==> src/rtl/sha256_msg_padder.sv <==
// SHA-256 message padder: packs a byte stream into 512-bit blocks and appends the
// 0x80 marker, zero fill and the 64-bit big-endian bit length.
module sha256_msg_padder #(
   parameter int unsigned LEN_W            = 16,
   parameter int unsigned DOUBLE_LEN_CHECK = 1
) (
   input  logic         clk,
   input  logic         rst_n,
   input  logic         i_valid,
   output logic         i_ready,
   input  logic [7:0]   i_data,
   input  logic         i_last,
   output logic         o_blk_valid,
   input  logic         o_blk_ready,
   output logic [511:0] o_blk,
   output logic         o_blk_first,
   output logic         o_blk_last,
   output logic         o_err
);

   typedef enum logic [1:0] {StFill, StPad, StLen, StEmit} state_e;

   state_e             state_q, state_d;
   logic [5:0]         idx_q, idx_d;
   logic [LEN_W-1:0]   cnt_q, cnt_d;
   logic               first_pend_q, first_pend_d;
   logic               len_pend_q, len_pend_d;
   logic               pad_pend_q, pad_pend_d;
   logic               last_q, last_d;
   logic               err_q, err_d;
   logic [511:0]       blk_q, blk_d;
   logic               accept;
   logic [63:0]        len_bits;

   assign i_ready     = (state_q == StFill);
   assign accept      = i_valid & i_ready;
   assign len_bits    = 64'(cnt_q) << 3;
   assign o_blk_valid = (state_q == StEmit);
   assign o_blk       = blk_q;
   assign o_blk_first = first_pend_q;
   assign o_blk_last  = last_q;
   assign o_err       = err_q;

   always_comb begin
      state_d      = state_q;
      idx_d        = idx_q;
      cnt_d        = cnt_q;
      first_pend_d = first_pend_q;
      len_pend_d   = len_pend_q;
      pad_pend_d   = pad_pend_q;
      last_d       = last_q;
      err_d        = err_q;
      blk_d        = blk_q;
      unique case (state_q)
         StFill: begin
            if (accept) begin
               // byte k lives at bits [511-8k -: 8], i.e. base (63-k)*8
               blk_d[{~idx_q, 3'b000} +: 8] = i_data;
               idx_d = idx_q + 6'd1;
               cnt_d = cnt_q + 1'b1;
               if ((DOUBLE_LEN_CHECK != 0) && (&cnt_q)) err_d = 1'b1;
               if (idx_q == 6'd63) begin
                  state_d    = StEmit;
                  last_d     = 1'b0;
                  pad_pend_d = i_last;
               end else if (i_last) begin
                  state_d = StPad;
               end
            end
         end
         StPad: begin
            for (int unsigned k = 0; k < 64; k++) begin
               if (6'(k) == idx_q) begin
                  blk_d[511 - 8*k -: 8] = 8'h80;
               end else if (6'(k) > idx_q) begin
                  blk_d[511 - 8*k -: 8] = 8'h00;
               end
            end
            if (idx_q <= 6'd55) begin
               blk_d[63:0] = len_bits;
               last_d      = 1'b1;
            end else begin
               len_pend_d = 1'b1;
               last_d     = 1'b0;
            end
            state_d = StEmit;
         end
         StLen: begin
            blk_d   = {448'd0, len_bits};
            last_d  = 1'b1;
            state_d = StEmit;
         end
         StEmit: begin
            if (o_blk_ready) begin
               first_pend_d = 1'b0;
               if (last_q) begin
                  cnt_d        = '0;
                  idx_d        = '0;
                  len_pend_d   = 1'b0;
                  pad_pend_d   = 1'b0;
                  first_pend_d = 1'b1;
                  last_d       = 1'b0;
                  state_d      = StFill;
               end else if (len_pend_q) begin
                  len_pend_d = 1'b0;
                  state_d    = StLen;
               end else if (pad_pend_q) begin
                  pad_pend_d = 1'b0;
                  state_d    = StPad;
               end else begin
                  state_d = StFill;
               end
            end
         end
         default: state_d = StFill;
      endcase
   end

   always_ff @(posedge clk or negedge rst_n) begin
      if (!rst_n) begin
         state_q      <= StFill;
         idx_q        <= '0;
         cnt_q        <= '0;
         first_pend_q <= 1'b1;
         len_pend_q   <= 1'b0;
         pad_pend_q   <= 1'b0;
         last_q       <= 1'b0;
         err_q        <= 1'b0;
         blk_q        <= '0;
      end else begin
         state_q      <= state_d;
         idx_q        <= idx_d;
         cnt_q        <= cnt_d;
         first_pend_q <= first_pend_d;
         len_pend_q   <= len_pend_d;
         pad_pend_q   <= pad_pend_d;
         last_q       <= last_d;
         err_q        <= err_d;
         blk_q        <= blk_d;
      end
   end

endmodule

==> config.mk <==
export PLATFORM = sky130hd
export DESIGN_NAME = sha256_msg_padder
export DESIGN_NICKNAME = d
export VERILOG_FILES = /design/src/rtl/sha256_msg_padder.sv
export SDC_FILE = /design/constraint.sdc
export NUM_CORES = 1
export LEC_CHECK = 0
export ABC_CLOCK_PERIOD_IN_PS = 4300
export CORE_MARGIN = 2
export CORE_UTILIZATION = 55
export CTS_CLUSTER_SIZE = 40
export DETAILED_ROUTE_END_ITERATION = 8
export PLACE_DENSITY = 0.95
export SYNTH_ARGS = -nofsm -noshare
export SYNTH_HDL_FRONTEND = slang
export SYNTH_SLANG_ARGS = --single-unit
==> constraint.sdc <==
create_clock -name clk -period 4.3 [get_ports clk]
set_input_delay 0.86 -clock clk [delete_from_list [all_inputs] [get_ports clk]]
set_output_delay 0.86 -clock clk [all_outputs]
set_load 0.03 [all_outputs]
Word level (Yosys, flattened, before mapping)
Cells that the tools add are included.
Cells by class
  add/subtract/negate cells: 3
  shift-type cells: 2
  bitwise gates (word level): 2
  $lt $le $gt $ge: 65
  reduce and logical (&&, ||, !) cells: 77
  multiplexer cells: 162
  eq/ne operators: 138
Operators with widths (count)
  512-bit case mux with 3 select lines: 1
  8-bit two-way mux: 128
  512-bit bitwise mux: 1
  512-bit two-way mux: 1
  8-bit by 11-bit variable shift with 512-bit output (first input constant): 1
  8-bit by 11-bit variable part select with 512-bit output: 1
  3-bit AND reduction: 67
  6-bit equality test (first input constant): 32
  6-bit > comparator (first input constant): 32
  3-bit inequality test (second input constant): 56
  5-bit by 6-bit equality test with 1-bit output (first input constant): 16
  5-bit by 6-bit > comparator with 1-bit output (first input constant): 16
  64-bit two-way mux: 1
  4-bit by 6-bit equality test with 1-bit output (first input constant): 8
  4-bit by 6-bit > comparator with 1-bit output (first input constant): 8
  16-bit two-way mux: 3
  4-bit inequality test (second input constant): 8
  16-bit case mux with 2 select lines: 1
  3-bit by 6-bit equality test with 1-bit output (first input constant): 4
  3-bit by 6-bit > comparator with 1-bit output (first input constant): 4
  6-bit two-way mux: 3
  18-bit AND reduction: 1
  16-bit by 1-bit adder with 16-bit output (second input constant): 1
  2-bit by 6-bit equality test with 1-bit output (first input constant): 2
  29 further kinds: 53
Storage, ports and cells
  logic and storage cells: 521
  output and inout bits: 517
  bits in registers: 541
  input port bits: 13

Logic depth before layout (Yosys ltp)
  depth after elaboration: 6
  gate-level depth with buffers: 13
  mapped depth without buffers: 8

Least setup slack after synthesis
OpenSTA, ideal clock, no wires.
  kind: register to register
  start: reg state_q[0]
  end: reg (tool-made name)
  stages on the path, launching flop included: 11
  buffers on the path: 2
  setup slack: 1.537 ns
  required time: 4.175 ns
  clock period less this slack: 2.763 ns
  setup time: 0.125 ns
  data arrival time: 2.638 ns
  path through: dfrtp_1 inv_1 ha_1 buf_2 nor2b_2 nor2_1 buf_2 o21ai_1 o21ai_0 nand2_1 mux2_2
RTL lines
  start: declaration: RTL line 23  | state_e state_q, state_d;
  start signal: assignment: RTL line 121  | state_q <= StFill;
  start signal: assignment: RTL line 131  | state_q <= state_d;

Worst setup path after layout
  start: reg idx_q[2]
  end: reg blk_q[328], in the netlist o_blk[328]
On the way
  longest elaborated chain between the ends: 6
  elaborated cells on any way between the ends: 12
  those cells by class: 1 x add/sub; 1 x order compare; 2 x eq/ne; 2 x shift; 4 x mux; 1 x bitwise; 1 x reduce/logical
RTL lines
  start: declaration: RTL line 24  | logic [5:0] idx_q, idx_d;
  start signal: assignment: RTL line 132  | idx_q <= idx_d;
  6-bit NOT: RTL line 58  | blk_d[{~idx_q, 3'b000} +: 8] = i_data;
  9-bit negation with 11-bit output: RTL line 58
  8-bit by 11-bit variable part select with 512-bit output or 8-bit by 11-bit variable shift with 512-bit output (tied branches): RTL line 58
  512-bit bitwise mux: RTL line 58
  512-bit two-way mux: RTL line 56  | if (accept) begin
  512-bit case mux with 3 select lines: RTL line 54  | unique case (state_q)
  end signal: assignment: RTL line 139  | blk_q <= blk_d;
  end: declaration: RTL line 31  | logic [511:0] blk_q, blk_d;
Parallel ways exist; a longest one is shown, timed or not. The select of a mux whose other input is x is not followed.
A chain may end at the register's enable or synchronous reset.

==> results.json <==
{
  "hpwl_mm": 78.7,
  "ir_worst_vdd_mv": 0.767,
  "synth.distinct_cells": 109,
  "critPathBufInv": 1,
  "clock_sinks": 541,
  "vias": 25600,
  "worstSetupStartpointType": "flop",
  "die_y_um": 218,
  "clk_pin_slew_ps": 70,
  "grt_max_degree": 120,
  "worstPathCellList": "buf_12, nand3_2, xnor2_1, or4_1, or2_0, a2bb2oi_1, o21ai_1",
  "syn-num-nets": 2452,
  "end_kind": "flop",
  "hold_viol": 0,
  "dr.pass1.iters": 9,
  "hold_class": "in2async",
  "path_max_fanout": 27,
  "tns_ps": 0,
  "synth.most_common_cell": "dfrtp_1",
  "fin_crit_ps": 3580,
  "die_area_mm2": 0.0476,
  "syn_area_per_cell_um2": 10.4,
  "cts_root_buffer": "clkbuf_16",
  "io_buffers": 529,
  "post-route-period-util": 0.831,
  "fmax_mhz": 280,
  "clockBufferDepth": 3,
  "seqCellArea_mm2": 0.0135,
  "worstPathArrival_ps": 4050,
  "routed_wl_mm": 112,
  "post_drt_wl_per_cell_um": 30.9,
  "ys_warn_count": 0,
  "insertion_delay_ps": 630,
  "synthTopCellsByArea": "dfrtp_1 (54%), a22o_1 (6.4%), o21ai_0 (5.1%), nand2_1 (4.8%), nor2_1 (2.1%)",
  "rsz0062_at_grt": "no",
  "rows": 78,
  "critPathRequiredTime_ps": 4780,
  "p_leak_nw": 14.0,
  "vias_per_cell": 7.07,
  "violations": "max-capacitance violations",
  "drtIter0Drc": 3403,
  "grt_pass1_vias": 25100,
  "start_util": 0.557,
  "synth_area_leader_cell": "dfrtp_1",
  "dp_worst_setup_slack_ps": 780,
  "fin_skew_ps": 16.2,
  "setup_violations": 0,
  "syn2layout_area_growth_pct": 32.1,
  "p_per_area_mw_per_mm2": 581,
  "ys_ff_latch": 541,
  "antenna_found_initial": 2,
  "io_pins": 530,
  "outcome": "finished with violations",
  "gp_congestion": 1.03,
  "slew_viol_final": 0,
  "slew-limit-headroom": 0.0154,
  "instances_no_fill": 3619,
  "grt_overflow_total": 0,
  "drive_gt1_frac": 0.121,
  "syn_area_mm2": 0.0252,
  "multiInputGateArea_mm2": 0.0108,
  "cp_slowest_stage_delay_ps": 810,
  "fin_ws_ps": 725,
  "dp_cells": 3523,
  "die_x_um": 218,
  "ant_nets": 0,
  "synth_top_area_share": 0.536,
  "postSynthCellCount": 2430,
  "grt_pass1_wl_mm": 164,
  "synth_commonest_cells": "dfrtp_1 (540), nand2_1 (324), o21ai_0 (255)",
  "ctsHoldBuffers": 0,
  "crit_type": "reg2reg",
  "cts_made_buffers": 53,
  "grt_usage": 0.463,
  "final_util": 0.736,
  "htree_levels": 2,
  "whs_ps": 365,
  "ys_seq_area_frac": 0.537,
  "slowest_stage": "dfrtp_1",
  "max-cap-violations": 1,
  "fill_cells": 2958,
  "worst_pin_slew_ps": 1470,
  "ys.flop_type": "dfrtp_1",
  "nets": 3000,
  "critPathTopFamily": "simple AND/OR/NAND/NOR gates",
  "drc": 0,
  "cts_tree": "done",
  "ys_async_sr_fraction": 1.00,
  "fp.coreArea_mm2": 0.0453,
  "synth_edf_count": 0,
  "postCtsSetupRepairBufs": 0,
  "cts_resized": 0
}
## cells in the final DEF, fill, tap and decap left out, drive strengths merged, types with 14 or more instances in the layout
master	synthesis	layout
a31oi	17	17
inv	24	26
a2bb2oi	14	14
nand2	325	325
nor2	143	143
o21ai	298	298
a22o	183	183
mux2	55	55
buf	66	143
dfrtp	540	540
a32o	34	34
o311ai	17	17
nor2b	17	17
nor3	42	42
o31ai	15	15
o2bb2ai	42	42
o22ai	28	28
or3	18	18
clkdlybuf4s50	0	521
nand3	77	77
and3	15	15
clkbuf	105	74
mux2i	14	14
a22oi	66	66
a21oi	70	70
## worst reg2reg max path, delay by kind of cell, from the launching register on
kind,cells,cell delay (ps)
simple gates,3,1180
flops,1,810
xor+xnor,1,810
compound gates,2,320
buf+inv,1,290
## per-layer routing
metal | wire length (µm) | track usage
met1 | 39300 | 0.580
met2 | 49700 | 0.702
met3 | 14200 | 0.145
met4 | 8780 | 0.288
met5 | 13 | 0
## area by class of cell
| cell class | count | share of cell area |
|---|---|---|
| antenna | 1 | 0.0000751 |
| clock buffer | 74 | 0.0464 |
| clock inverter | 21 | 0.00604 |
| inverter | 24 | 0.00270 |
| multi-input combinational | 1694 | 0.325 |
| sequential | 541 | 0.406 |
| tap | 600 | 0.0225 |
| timing repair buffer | 664 | 0.191 |
## metrics by stage
step | total power [W] | cell area (µm²)
3_3_place_gp | 0.0140 | 31600
2_1_floorplan | 0.0108 | 25200
3_5_place_dp | 0.0142 | 31600
6_report | 0.0194 | 33300
4_1_cts | 0.0190 | 33300
5_1_grt | 0.0198 | 33300
## cell families (layout without fill, tap and decap cells)
| family | count (synthesis) | count (layout) | share of synthesized area |
|---|---|---|---|
| DFF | 541 | 541 | 0.537 |
| xor gates and xnor gates | 14 | 14 | 0.00575 |
| AOI/OAI and AO/OA | 886 | 886 | 0.253 |
| other | 0 | 1 | 0 |
| muxes | 69 | 69 | 0.0306 |
| adders and majority gates | 9 | 9 | 0.00446 |
| and+or+nand+nor | 716 | 716 | 0.135 |
| buffers and inverters | 195 | 783 | 0.0354 |
## worst paths after layout
check / startpoint / end / slack, ps / cells after the start
min: rst_n / o_blk[297]$_DFFE_PN0P_ / 370 / 1
max: idx_q[2]$_DFFE_PN0P_ / o_blk[328]$_DFFE_PN0P_ / 720 / 7
min in group clk: o_blk_first$_DFFE_PN1P_ / o_blk_first$_DFFE_PN1P_ / 470 / 2
max reg2reg: idx_q[2]$_DFFE_PN0P_ / o_blk[328]$_DFFE_PN0P_ / 720 / 7
min reg2reg: o_blk_first$_DFFE_PN1P_ / o_blk_first$_DFFE_PN1P_ / 470 / 2
max in group asynchronous: rst_n / o_blk[408]$_DFFE_PN0P_ / 2850 / 2
## power by group
part	internal [W]	switching, W
sequential	0.00547	0.000376
clock	0.00269	0.00206
combinational	0.00242	0.00636
total	0.0106	0.00880
(Power assumes the default switching activity.)
